$ cat config.mk
export PLATFORM = sky130hd
export DESIGN_NAME = branch_redirect_ctrl
export DESIGN_NICKNAME = d
export VERILOG_FILES = /design/src/rtl/riscv_pkg.sv /design/src/rtl/redirect_target_calc.sv /design/src/rtl/branch_redirect_ctrl.sv
export SDC_FILE = /design/constraint.sdc
export NUM_CORES = 1
export LEC_CHECK = 0
export ABC_AREA = 1
export BUFFER_PORTS_ARGS = -buffer_cell sky130_fd_sc_hd__buf_2
export CORE_MARGIN = 2
export CORE_UTILIZATION = 35
export CTS_CLUSTER_DIAMETER = 40
export CTS_CLUSTER_SIZE = 12
export DETAILED_ROUTE_END_ITERATION = 8
export PLACE_DENSITY_LB_ADDON = 0.3
export SLEW_MARGIN = 20
export SYNTH_ARGS = -nofsm -noshare
export SYNTH_HDL_FRONTEND = slang
export SYNTH_SLANG_ARGS = --single-unit
$ cat constraint.sdc
create_clock -name clk -period 2.6 [get_ports clk]
set_clock_uncertainty 0.1 [all_clocks]
set_input_delay 0.26 -clock clk [delete_from_list [all_inputs] [get_ports clk]]
set_output_delay 0.26 -clock clk [all_outputs]
set_load 0.01 [all_outputs]
$ cat src/rtl/riscv_pkg.sv
// ---------------------------------------------------------------------------
// riscv_pkg : shared types and constants for the redirect controller
// Revision  : 1.0
// ---------------------------------------------------------------------------
`default_nettype none

package riscv_pkg;

  typedef enum logic [1:0] {
    IDLE     = 2'd0,
    WAIT_RS1 = 2'd1,
    REDIRECT = 2'd2,
    FLUSH    = 2'd3
  } redir_state_t;

  typedef enum logic [1:0] {
    EV_NONE   = 2'd0,
    EV_JAL    = 2'd1,
    EV_JALR   = 2'd2,
    EV_BRANCH = 2'd3
  } redir_kind_t;

  localparam logic [31:0] ILEN_C = 32'd2;
  localparam logic [31:0] ILEN_N = 32'd4;

  // jal outranks jalr outranks branch, matching the offset-generator mux
  function automatic redir_kind_t decode_kind(input logic valid, input logic jal,
                                              input logic jalr, input logic branch,
                                              input logic taken);
    redir_kind_t k;
    k = EV_NONE;
    if (valid) begin
      if (jal)                 k = EV_JAL;
      else if (jalr)           k = EV_JALR;
      else if (branch & taken) k = EV_BRANCH;
    end
    return k;
  endfunction

endpackage

`default_nettype wire

$ cat src/rtl/redirect_target_calc.sv
// ---------------------------------------------------------------------------
// redirect_target_calc : combinational target / link / misalignment compute
// Revision             : 1.0
// ---------------------------------------------------------------------------
`default_nettype none

module redirect_target_calc
  import riscv_pkg::*;
#(
  parameter int C_EXT = 1
) (
  input  logic [31:0] i_pc_id,
  input  logic [31:0] i_branoff,
  input  logic        i_comp_sig,
  input  redir_kind_t i_kind,
  output logic [31:0] o_target,
  output logic [31:0] o_link_addr,
  output logic        o_misalign
);

  localparam bit C_ALIGN4 = (C_EXT == 0);

  logic [31:0] w_sum;

  assign w_sum = i_pc_id + i_branoff;

  always_comb begin
    o_target = w_sum;
    if (i_kind == EV_JALR) begin
      o_target = {i_branoff[31:1], 1'b0};
    end
  end

  // bit0 can only be set on the pc-relative path; jalr clears it above
  assign o_misalign  = o_target[0] | (C_ALIGN4 & o_target[1]);
  assign o_link_addr = i_pc_id + (i_comp_sig ? ILEN_C : ILEN_N);

endmodule

`default_nettype wire

$ cat src/rtl/branch_redirect_ctrl.sv
// ---------------------------------------------------------------------------
// branch_redirect_ctrl : redirect sequencing, jalr hazard stall, flush window
// Revision             : 1.0
// ---------------------------------------------------------------------------
`default_nettype none

module branch_redirect_ctrl
  import riscv_pkg::*;
#(
  parameter int FLUSH_CYCLES = 2,
  parameter int C_EXT        = 1,
  parameter int CNT_W        = 16
) (
  input  logic             clk,
  input  logic             Rst,
  input  logic             i_valid_id,
  input  logic             i_branch,
  input  logic             i_jal,
  input  logic             i_jalr,
  input  logic             i_taken,
  input  logic             i_comp_sig,
  input  logic [31:0]      i_pc_id,
  input  logic [31:0]      i_branoff,
  input  logic             i_rs1_hazard,
  input  logic             i_stall_ext,
  output logic             o_stall_id,
  output logic             o_redirect,
  output logic [31:0]      o_target,
  output logic [31:0]      o_link_addr,
  output logic             o_flush_if,
  output logic             o_flush_id,
  output logic             o_misalign_exc,
  output logic [CNT_W-1:0] o_taken_cnt
);

  localparam logic [2:0]       C_FLUSH_LAST = 3'(FLUSH_CYCLES);
  localparam logic [CNT_W-1:0] C_CNT_MAX    = '1;
  localparam logic [CNT_W-1:0] C_CNT_ONE    = {{(CNT_W-1){1'b0}}, 1'b1};

  redir_state_t     r_state;
  logic [2:0]       r_fcnt;
  logic             r_redirect;
  logic             r_flush;
  logic             r_misalign_exc;
  logic [31:0]      r_target;
  logic [31:0]      r_link_addr;
  logic [CNT_W-1:0] r_taken_cnt;

  redir_kind_t      w_kind;
  logic             w_accept_state;
  logic [31:0]      w_target;
  logic [31:0]      w_link_addr;
  logic             w_misalign;

  // while waiting on rs1 the held instruction is known to be a jalr
  always_comb begin
    w_kind = decode_kind(i_valid_id, i_jal, i_jalr, i_branch, i_taken);
    if (r_state == WAIT_RS1) begin
      w_kind = EV_JALR;
    end
  end

  assign w_accept_state = (r_state == IDLE) || (r_state == WAIT_RS1);
  assign o_stall_id     = w_accept_state && (w_kind == EV_JALR) && i_rs1_hazard;

  redirect_target_calc #(
    .C_EXT (C_EXT)
  ) u_calc (
    .i_pc_id     (i_pc_id),
    .i_branoff   (i_branoff),
    .i_comp_sig  (i_comp_sig),
    .i_kind      (w_kind),
    .o_target    (w_target),
    .o_link_addr (w_link_addr),
    .o_misalign  (w_misalign)
  );

  always_ff @(posedge clk) begin
    if (!Rst) begin
      r_state        <= IDLE;
      r_fcnt         <= 3'd0;
      r_redirect     <= 1'b0;
      r_flush        <= 1'b0;
      r_misalign_exc <= 1'b0;
      r_target       <= 32'd0;
      r_link_addr    <= 32'd0;
      r_taken_cnt    <= '0;
    end else if (!i_stall_ext) begin
      r_redirect     <= 1'b0;
      r_misalign_exc <= 1'b0;
      case (r_state)
        IDLE, WAIT_RS1: begin
          if ((w_kind != EV_NONE) && !o_stall_id) begin
            r_link_addr <= w_link_addr;
            if (w_misalign) begin
              r_misalign_exc <= 1'b1;
              r_state        <= IDLE;
            end else begin
              r_state    <= REDIRECT;
              r_target   <= w_target;
              r_redirect <= 1'b1;
              r_flush    <= 1'b1;
              r_fcnt     <= 3'd1;
              if (r_taken_cnt != C_CNT_MAX) begin
                r_taken_cnt <= r_taken_cnt + C_CNT_ONE;
              end
            end
          end else if (o_stall_id) begin
            r_state <= WAIT_RS1;
          end
        end
        REDIRECT, FLUSH: begin
          // the flush window counts the REDIRECT cycle as its first cycle
          if (r_fcnt >= C_FLUSH_LAST) begin
            r_state <= IDLE;
            r_flush <= 1'b0;
            r_fcnt  <= 3'd0;
          end else begin
            r_state <= FLUSH;
            r_fcnt  <= r_fcnt + 3'd1;
          end
        end
        default: begin
          r_state <= IDLE;
        end
      endcase
    end
  end

  assign o_redirect     = r_redirect;
  assign o_target       = r_target;
  assign o_link_addr    = r_link_addr;
  assign o_flush_if     = r_flush;
  assign o_flush_id     = r_flush;
  assign o_misalign_exc = r_misalign_exc;
  assign o_taken_cnt    = r_taken_cnt;

endmodule

`default_nettype wire

## Word-level counts from Yosys, hierarchy flattened

Index checks and enable logic that the tools add are counted.

- Bits in read-only memories: 0
- Input bits: 74
- Latch bits: 0
- Output and inout port bits: 85
- Bits in registers: 87
- Word-level logic and storage cells: 66
- Memories: 0
- Bits in writable memories: 0

- Multipliers: 0
- Reduce and logical (&&, ||, !) cells: 15
- Equality and inequality tests: 9
- Muxes and demuxes: 26
- Div/mod/pow operators: 0
- Add/subtract/negate cells: 4
- Magnitude comparators: 1
- Shift-type cells: 0
- Bitwise logic cells: 3

Operator list:

| cell | count |
|---|---|
| $add 32x3->32 | 1 |
| $add 32x32->32 | 1 |
| $mux 32 | 1 |
| $mux 2 | 9 |
| $add 16x1->16 const B | 1 |
| $ne 16x16->1 const B | 1 |
| $mux 3 | 4 |
| $mux 1 | 9 |
| $reduce_and 4->1 | 2 |
| $eq 2x2->1 const B | 3 |
| $ne 2x2->1 const B | 3 |
| $pmux 3 s2 | 1 |
| $reduce_and 3->1 | 2 |
| $reduce_and 5->1 | 1 |
| $pmux 2 s2 | 1 |
| $reduce_or 2->1 | 2 |
| $add 3x1->3 const B | 1 |
| $ge 3x2->1 const B | 1 |
| $logic_and 1x1->1 | 3 |
| $ne 3x3->1 const B | 1 |
| $eq 2x1->1 const B | 1 |
| $logic_not 2->1 | 1 |
| $not 1->1 | 2 |
| $pmux 1 s2 | 1 |
| 5 further kinds | 5 |

## Depth between registers and ports, before layout

Gate-level depths: netlist of the first run.

- Depth after elaboration: 13
- Depth in mapped cells: 15
- Mapped depth without buffers: 15

## Modules after synthesis

A second synthesis of the first run with hierarchy kept.

- Cell total of the unflattened synthesis: 1212
- Area total of the unflattened synthesis: 7257.0 sq um

Modules (own cells, without submodules):

| module | sequential area each (sq um) | cells each | area an instance (sq um) | instances |
|---|---|---|---|---|
| branch_redirect_ctrl | 1761.7 | 506 | 3766.1 | 1 |
| redirect_target_calc | 0.0 | 706 | 3490.8 | 1 |

## Least setup slack after synthesis of the first run

OpenSTA, ideal clock, no wires.

- Kind: in2reg
- Start: in i_pc_id[0]
- End: reg r_target[14] (netlist: o_target[14])
- Setup time: 0.132 ns
- Required time: 2.368 ns
- Path slack: 0.664 ns
- Arrival time: 1.704 ns
- Buffers on the path: 0
- Cell stages on the path: 11
- Cell sequence: ha_1 -> fa_1 -> nand3_1 -> nand3_1 -> nand2_1 -> nand2_1 -> nand2_1 -> nand2_1 -> xor2_1 -> o21ai_0 -> a21oi_1

- Word-level cells in the longest chain between the ends: 4

Ends and longest elaborated chain:

| item | line | source |
|---|---|---|
| start, declared | branch_redirect_ctrl.sv:22 | `input logic [31:0] i_pc_id,` |
| $add 32x32->32 (*) | redirect_target_calc.sv:25 | `assign w_sum = i_pc_id + i_branoff;` |
| $mux 32 (*) | redirect_target_calc.sv:29 | `if (i_kind == EV_JALR) begin` |
| $not 1->1 (no line) | - |  |
| $reduce_and 4->1 (no line) | - |  |
| end signal, assigned | branch_redirect_ctrl.sv:100 | `r_target <= w_target;` |
| end, declared | branch_redirect_ctrl.sv:45 | `logic [31:0] r_target;` |

Every way passes the cells marked *; elsewhere a longest branch is shown, timed or not.
A chain may end at the register's enable or synchronous reset.

## Final worst setup path of the first run

- Start: reg r_state[1]
- End: reg r_fcnt[1]

- Word-level cells in the longest chain between the ends: 9
- Elaborated cells between the ends (all ways): 19
- Classes of those cells: eq/ne: 6; mux: 3; reduce/logical: 10

Ends and longest elaborated chain:

| item | line | source |
|---|---|---|
| start, declared | branch_redirect_ctrl.sv:40 | `redir_state_t r_state;` |
| start signal, assigned | branch_redirect_ctrl.sv:80 | `r_state <= IDLE;` |
| start signal, assigned | branch_redirect_ctrl.sv:97 | `r_state <= IDLE;` |
| start signal, assigned | branch_redirect_ctrl.sv:99 | `r_state <= REDIRECT;` |
| $eq 2x1->1 | branch_redirect_ctrl.sv:58, branch_redirect_ctrl.sv:63, branch_redirect_ctrl.sv:91 |  |
| $mux 2 | branch_redirect_ctrl.sv:58 | `if (r_state == WAIT_RS1) begin` |
| $eq 2x2->1 | redirect_target_calc.sv:29, branch_redirect_ctrl.sv:64 |  |
| $logic_and 1x1->1 (2 in series) | branch_redirect_ctrl.sv:64 | `assign o_stall_id = w_accept_state && (w_kind == EV_JALR) && i_rs1_hazard;` |
| $logic_not 1->1 | branch_redirect_ctrl.sv:93 | `if ((w_kind != EV_NONE) && !o_stall_id) begin` |
| $logic_and 1x1->1 | branch_redirect_ctrl.sv:93 |  |
| $ne 2x2->1 (no line) | - |  |
| $reduce_and 3->1 (no line) | - |  |
| end signal, assigned | branch_redirect_ctrl.sv:120 | `r_fcnt <= r_fcnt + 3'd1;` |
| end, declared | branch_redirect_ctrl.sv:41 | `logic [2:0] r_fcnt;` |

Several ways; a longest one is shown, not always the timed one.

==> flow_summary.toml, run 1 <==
[outcome]
status = "finished, final reports clean"

[clocking]
clk_latency_ns = 0.36
holdBufCountCts = 0
clockBufferDepth = 2
cts_buffers = 9
clkTransAtPathRegs_ns = 0.08
cts_resized = 0
post_cts_buffers = 0
cts-root-buf = "clkbuf_16"
tritoncts = "done"
h-tree-depth = 3
cts.sinks = 87

[floorplanning]
dieArea_um2 = 20600
io_pins = 159
core_um2 = 18900
start_util = 0.360
fp.dieH_um = 143
die_w_um = 143
num_rows = 50

[synthesis]
synth_simple_gate_area_share = 0.380
synth_top_family_by_area = "simple AND/OR/NAND/NOR gates"
synth_cells = 1145
ys_warn_count = 0
synth_area_leader_cell = "dfxtp_1"
synth_area_um2 = 6800
synth.area.mux_share = 0
avgSynthCellArea_um2 = 5.94
ys_types = 39
synth_fp_nets = 1257
ys_seq_elements = 87
synth_compound_area_frac = 0.119
synth.area.top_cells = "dfxtp_1, nand2_1, nor2_1"
synth_xor_area_frac = 0.0554
ys_seq_area_frac = 0.256
yosys.area.top_type_share = 0.256
synthAdderAreaFrac = 0.0721

[timing]
rsz0062_at_grt = "false"
max_freq_mhz = 457
max_slew_margin = 0.609
setup_viol = 0
worst_pin_slew_ns = 0.587
tns_ns = 0
hold_violations = 0
fin_crit_sh = 0.842
worst_hold_slack_ns = 0.0526
slew_viol_final = 0
min_period_ns = 2.19

[critical_path]
reg2reg_depth = 9
cp_max_fo = 52
cp_slowest_stage_delay_ns = 0.49
critPathLaunch = "r_state[1]"
r2r_start = "r_state[1]"
crit_chain = "inv_2, nand2_2, nand2_4, inv_2, buf_4, nand3_1, nand3_1, o21ai_0, a21oi_1"
critPathSlowestCell = "buf_4"
cp.required_ns = 2.80
critPathArrivalTime_ns = 2.38
cpLargestDelayFamily = "buffers and inverters"
critPathCaptureType = "flop"
worstSetupStartpointType = "flop"
path_depth = 9
critPathKind = "reg2reg"
path_buf_inv = 3

[global_route]
grt_pass1_wl_um = 33200
grt_overflow_total = 0
grt_pass1_vias = 6601
grt_start_max_net_pins = 55
antenna_found_initial = 2
grt_use_total = 0.207

[routing]
vias = 7421
first_pass_iters = 5
via_per_inst = 4.77
drc = 0
wl_per_cell_um = 13.9
initialDrtViolationCount = 401
totalWireLength_um = 21500
ant_nets = 0

[cells_and_area]
nFillCells = 2151
drive_gt1_frac = 0.152
final_cell_mix = "nand2_1, nor2_1, inv_1, buf_2, dfxtp_1"
stdcell_count = 1555
fin_nets = 1399
areaGrowthSynthToFinish_pct = 18.9
final_common_cell = "nand2_1"
design_area_um2 = 8090

[placed_design]
placed_cells = 1536
dpl.hpwl_um = 17300
place.gp.congestion = 0.916
io_buffers = 157
detailed_place.area_um2 = 7780

[hold_path]
whs_path_depth = 3
min_from = "i_pc_id[0]"
hold_class = "in2reg"

[run]
cap_violations = 0

[power]
p_per_area_nw_per_um2 = 519
cellLeakagePower_nw = 4.34
peakVddDrop_uv = 278
==> worst min-delay path, stage by stage <==
cell    delay, ns
buf_2        0.09
nor2_1       0.05
nor2_1       0.09
==> final timing paths <==
path                    end  slack (ns)
max               r_fcnt[1]        0.41
min          o_link_addr[0]        0.05
max reg2reg       r_fcnt[1]        0.41
min reg2reg    o_target[23]        0.36
==> state kept, by name, indices dropped and copies added (netlist names) <==
register        cells
o_taken_cnt        16
o_link_addr        32
r_fcnt              3
o_redirect          1
o_target           31
r_state             2
o_flush_id          1
o_misalign_exc      1
==> routing by layer <==
layer | share of wire | GRT usage
met1 | 0.45 | 0.264
met2 | 0.46 | 0.349
met3 | 0.067 | 0.0433
met4 | 0.021 | 0.0681
met5 | 0 | 0
==> Yosys cell counts <==
cell	instances
nand3b_1	2
nor2_2	3
a211oi_1	1
nor2_8	1
conb_1	1
dfxtp_1	87
nand2_1	357
fa_1	2
nor3_2	3
or2_2	1
xor2_1	25
buf_6	5
o21ai_1	4
inv_2	3
nor3_1	20
o21bai_1	1
nor2_1	165
nand4_1	11
a21o_1	1
o21ai_2	1
xnor2_1	18
nor4_1	3
nor3b_2	1
nand3_1	57
nand2_4	2
inv_1	157
buf_1	1
buf_2	1
a21oi_1	79
nand2_2	2
o21ai_0	53
o211ai_1	6
inv_4	2
and2_1	2
a31oi_1	7
clkbuf_1	15
a21oi_2	1
buf_4	8
ha_1	36
==> final cells by class <==
class / instances / area [um^2] / area share
Clock inverter: 7 / 70.1 / 0.00866
Multi-Input combinational cell: 866 / 4260 / 0.527
Inverter: 162 / 613 / 0.0758
Clock buffer: 9 / 225 / 0.0279
Timing Repair Buffer: 161 / 841 / 0.104
Sequential cell: 87 / 1740 / 0.215
Antenna cell: 3 / 7.51 / 0.000928
Tap cell: 260 / 325 / 0.0402
==> where the power goes <==
part	switching, mW	internal (mW)	leakage, nW	total [mW]
registers	0.0643	1.46	0.710	1.52
clock network	0.656	0.681	0.144	1.34
logic	0.875	0.469	3.49	1.34
total	1.59	2.61	4.34	4.20
==> kinds of logic after synthesis <==
family | after synthesis
and+or+nand+nor | 630
buffers and inverters | 192
other | 1
DFF | 87
AOI/OAI and AO/OA | 154
xor gates and xnor gates | 43
adders and majority gates | 38
==> per-stage QoR <==
step / total power [mW] / util / setup slack (ns)
global route: 4.48 / 0.428 / 0.243
finish: 4.20 / 0.428 / 0.411
CTS: 4.24 / 0.428 / 0.434
detailed placement: 2.89 / 0.412 / 0.272
global placement: 2.89 / 0.412 / 0.288
floorplan: 2.46 / - / 0.664
No activity file was read; power rests on OpenSTA's default activity.
==> inputs of run 2 (changes only) <==
==> constraint.sdc (replaced) <==
create_clock -name clk -period 2.15 [get_ports clk]
set_clock_uncertainty 0.1 [all_clocks]
set_input_delay 0.215 -clock clk [delete_from_list [all_inputs] [get_ports clk]]
set_output_delay 0.215 -clock clk [all_outputs]
set_load 0.01 [all_outputs]
==> flow_summary.toml, run 2 (synthesis gave the netlist of run 1 again) <==
[cells_and_area]
final_common_cell = "nand2_1"
nFillCells = 2095
ff_latch_area_um2 = 1740
largest_reg_flops = 32
fin_nets = 1421
areaGrowthSynthToFinish_pct = 21.5
stdcell_count = 1575
post-route-util = 0.437
final_cell_mix = "nand2_1, nor2_1, inv_1, buf_2, dfxtp_1"
drive_gt1_frac = 0.167
multi_input_area_um2 = 4260

[hold_path]
whs_path_depth = 3
whs_endpoint = "o_redirect"
hold_class = "in2reg"
min_from = "i_stall_ext"

[power]
cellLeakagePower_nw = 4.45
pwr-share-clk = 0.313
swShare = 0.375
p_seq_frac = 0.359
peakVddDrop_uv = 410
power_mw = 5.12
p_comb_frac = 0.328
p_per_area_nw_per_um2 = 620
p_int_mw = 3.20
p_switching_mw = 1.92

[floorplanning]
die_w_um = 143
num_rows = 50
start_util = 0.360
io_pins = 159
core_um2 = 18900
dieArea_um2 = 20600
fp.dieH_um = 143

[critical_path]
cp.required_ns = 2.36
worstSetupStartpointType = "flop"
critPathKind = "reg2reg"
r2r_start = "o_taken_cnt[0]"
critPathCaptureType = "flop"
r2r-end = "o_taken_cnt[9]"
cp_max_fo = 18
critPathArrivalTime_ns = 2.18
reg2reg_depth = 11
rrSetupSlack_ns = 0.17

[outcome]
status = "finished, final reports clean"

[placed_design]
dpl.hpwl_um = 17600
placed_cells = 1557
io_buffers = 157
place.gp.congestion = 0.903

[clocking]
clockBufferDepth = 2
h-tree-depth = 3
tritoncts = "done"
clk_latency_ns = 0.36
cts-root-buf = "clkbuf_16"
cts_buffers = 9
cts.sinks = 87
clkTransAtPathRegs_ns = 0.08

[run]
cap_violations = 0

[global_route]
grt_pass1_vias = 6621
grt_overflow_total = 0
antenna_found_initial = 1
grt_start_max_net_pins = 53
grt_use_total = 0.208
grt_pass1_wl_um = 33600

[routing]
initialDrtViolationCount = 412
vias = 7441
first_pass_iters = 5
totalWireLength_um = 21600
via_per_inst = 4.72
ant_nets = 0
wl_per_cell_um = 13.7
drc = 0

[timing]
min_period_ns = 1.98
slew_viol_final = 0
hold_violations = 0
max_freq_mhz = 506
rsz0062_at_grt = "false"
fin_crit_sh = 0.920
worst_hold_slack_ns = 0.0507
setup_viol = 0
-- run 2: area by class of cell --
class	count	area share
Tap cell	260	0.0394
Timing Repair Buffer	183	0.123
Clock inverter	7	0.00848
Clock buffer	9	0.0273
Multi-Input combinational cell	866	0.516
Sequential cell	87	0.211
Inverter	162	0.0742
Antenna cell	1	0.000303
-- run 2: layer usage --
metal,vias to the layer above,global-route usage,share of wire
met4,0,0.0609,0.015
met5,-,0,0
li1,3925,-,-
met3,21,0.0330,0.054
met2,195,0.351,0.47
met1,3300,0.274,0.47
-- run 2: critical path, cell delays in order (launching register included) --
cell and delay, ns:
dfxtp_1 0.40, ha_1 0.21, nand2_1 0.08, inv_1 0.06, nand2_1 0.13, nor3_2 0.24
nand4_1 0.16, nand2_4 0.16, inv_4 0.11, nand2_1 0.09, o21ai_0 0.08, nor2_1 0.12
-- run 2: repair_timing --
item	in CTS	in global routing
hold buffers	0	0
endpoints found under the setup margin	0	4
setup buffers	0	1
resized for setup	0	0
-- run 2: worst max-delay path by stage --
stage	depth (start not counted)	end	from	slack, ns
3_3_place_gp	15	o_target[30]	i_pc_id[0]	-0.03
2_1_floorplan	11	o_target[14]	i_pc_id[0]	0.26
4_1_cts	11	o_taken_cnt[9]	o_taken_cnt[0]	0.16
6_report	11	o_taken_cnt[9]	o_taken_cnt[0]	0.17
3_5_place_dp	12	o_target[14]	i_pc_id[0]	-0.05
5_1_grt	10	o_taken_cnt[0]	o_taken_cnt[1]	0.02
-- run 2: metrics by stage --
stage | setup TNS [ns] | worst slack [ns] | cell area, um^2
after CTS | 0 | 0.157 | 8250
after floorplan | 0 | 0.259 | 6800
after detailed placement | -0.127 | -0.0455 | 7950
after global placement | -0.0797 | -0.0267 | 7950
after global routing | 0 | 0.0236 | 8260
final | 0 | 0.173 | 8260
-- run 2: power by group through the flow --
stage	sequential (mW)	clock [mW]	combinational, mW
4_1_cts	1.84	1.65	1.69
6_report	1.84	1.60	1.68
5_1_grt	1.86	1.73	1.90
3_5_place_dp	1.88	0	1.68
3_3_place_gp	1.87	0	1.67
2_1_floorplan	1.94	0	1.04
==> inputs of run 3 (changes only) <==
--- a/config.mk
+++ b/config.mk
@@ -5,7 +5,6 @@
 export SDC_FILE = /design/constraint.sdc
 export NUM_CORES = 1
 export LEC_CHECK = 0
-export ABC_AREA = 1
 export BUFFER_PORTS_ARGS = -buffer_cell sky130_fd_sc_hd__buf_2
 export CORE_MARGIN = 2
 export CORE_UTILIZATION = 35
==> flow_summary.toml, run 3 <==
[hold_path]
min_from = "i_branoff[31]"
hold_class = "in2reg"

[synthesis]
synth_cells = 737
synth.area.top_cells = "dfxtp_1, ha_1, nor2_1"
synthFlopType = "dfxtp_1"
ys_seq_area_frac = 0.307
yosysMostFrequentCell = "nor2_1"
synth_area_um2 = 5680
synth_edf_count = 0
synth_area_leader_cell = "dfxtp_1"
ys_types = 60
async_flop_share = 0
yosys.area.top_type_share = 0.307
synth_common_cells = "nor2_1, nand2_1, dfxtp_1, a21oi_1, o21ai_0"
ys_warn_count = 0
avgSynthCellArea_um2 = 7.71
ys_seq_elements = 87
synth_fp_nets = 849

[critical_path]
cp_max_fo = 5
reg2reg_depth = 9
critPathLaunch = "i_pc_id[0]"
rrSetupSlack_ns = 0.11
critPathCaptureType = "flop"
r2r-end = "o_target[16]"
critPathArrivalTime_ns = 2.34
critPathKind = "in2reg"
worstSetupStartpointType = "input pin"
cp.required_ns = 2.30
r2r_start = "r_state[0]"
crit_path_end = "o_target[30]"

[clocking]
tritoncts = "done"
cts.sinks = 87
cts-root-buf = "clkbuf_16"
clkTransAtPathRegs_ns = 0.07
clk_latency_ns = 0.35
cts_buffers = 9
h-tree-depth = 3
clockBufferDepth = 2

[routing]
via_per_inst = 5.08
wl_per_cell_um = 14.8
initialDrtViolationCount = 246
totalWireLength_um = 18300
first_pass_iters = 4
ant_nets = 0
drc = 0
vias = 6263

[floorplanning]
num_rows = 46
dieArea_um2 = 17300
core_um2 = 15900
fp.dieH_um = 131
start_util = 0.358
die_w_um = 131
io_pins = 159

[outcome]
violations = "setup timing"
status = "complete, but fails checks"

[timing]
setup_viol = 3
rsz0062_at_grt = "true"
fin_crit_sh = 1.02
hold_violations = 0
worst_hold_slack_ns = 0.0451
worst_slack_ns = -0.0401
max_freq_mhz = 457
slew_viol_final = 0
min_period_ns = 2.19

[global_route]
grtUsageMet1 = 0.276
grt_pass1_wl_um = 29500
grt.busiest_layer = "met2"
grt_pass1_vias = 5953
grt_overflow_total = 0
use_met2 = 0.347
grt_start_max_net_pins = 77
grt_use_total = 0.208
antenna_found_initial = 0
gr-usage-met3 = 0.0359

[power]
peakVddDrop_uv = 443
cellLeakagePower_nw = 3.73
p_per_area_nw_per_um2 = 583

[placed_design]
dp_slack_ns = -0.503
io_buffers = 157
dpl.hpwl_um = 13800
placed_cells = 1212
place.gp.congestion = 0.870

[cells_and_area]
stdcell_count = 1233
antenna_cells = 0
drive_gt1_frac = 0.379
final_common_cell = "buf_2"
largest_reg_flops = 32
fin_nets = 1124
final_cell_mix = "buf_2, buf_4, nor2_1, nand2_1, dfxtp_1"
areaGrowthSynthToFinish_pct = 47.6

[run]
cap_violations = 0
==> run 3: how the worst min path moves through the flow <==
stage	to	slack, ns	cells after the start
after floorplan	o_target[23]	0.25	2
after global placement	o_redirect	0.35	2
after detailed placement	o_redirect	0.36	2
after CTS	o_target[31]	0.03	3
after global routing	o_target[13]	0.05	3
final	o_target[31]	0.05	3
==> run 3: final cells by class <==
type / count / area (um^2)
inverter: 16 / 72.6
timing repair buffer: 302 / 1930
fill: 1585 / 7500
tap: 216 / 270
clock inverter: 7 / 63.8
multi-input combinational: 596 / 4080
sequential: 87 / 1740
clock buffer: 9 / 225
==> run 3: layer usage <==
layer	vias up	wire length [um]
met3	15	815
met4	0	264
met5	-	0
met2	143	8510
met1	2895	8720
li1	3210	-
==> run 3: cells by family after synthesis <==
logic type,count (synthesis),synth area share
fa+ha+maj,38,0.0863
other cells,1,0.000660
xor+xnor,56,0.0863
simple gates,282,0.226
compound gates,215,0.248
buf+inv,54,0.0388
flops,87,0.307
mux,4,0.00705
==> run 3: where the power goes <==
part | internal [mW] | switching (mW) | total, mW
logic | 0.747 | 0.803 | 1.55
registers | 1.71 | 0.0498 | 1.76
clock network | 0.814 | 0.769 | 1.58
==> run 3: per-stage QoR <==
| step | utilization | TNS (ns) | area, um^2 | power, mW |
|---|---|---|---|---|
| floorplan | - | -0.801 | 5900 | 2.61 |
| global placement | 0.494 | -10.94 | 7850 | 3.25 |
| detailed placement | 0.494 | -12.20 | 7850 | 3.26 |
| CTS | 0.515 | -0.0846 | 8180 | 4.86 |
| global route | 0.528 | -0.705 | 8390 | 5.16 |
| finish | 0.528 | -0.0562 | 8390 | 4.89 |
==> run 3: timing repair <==
item                                    in CTS  in global routing
setup buffers                                2                  3
pin swaps                                    9                 27
cloned                                       0                  0
resized for setup                            6                 45
endpoints found under the hold margin        0                  0
hold buffers                                 0                  0
endpoints found under the setup margin      15                 34
==> run 3: critical path, cell delays in order <==
cell       delay (ns)
buf_8            0.10
ha_4             0.16
fa_2             0.35
a21o_1           0.17
a21oi_2          0.17
o21ai_2          0.10
a22o_4           0.26
o2bb2ai_4        0.14
a21oi_4          0.16
o41ai_4          0.10
xnor2_1          0.13
a221oi_1         0.28
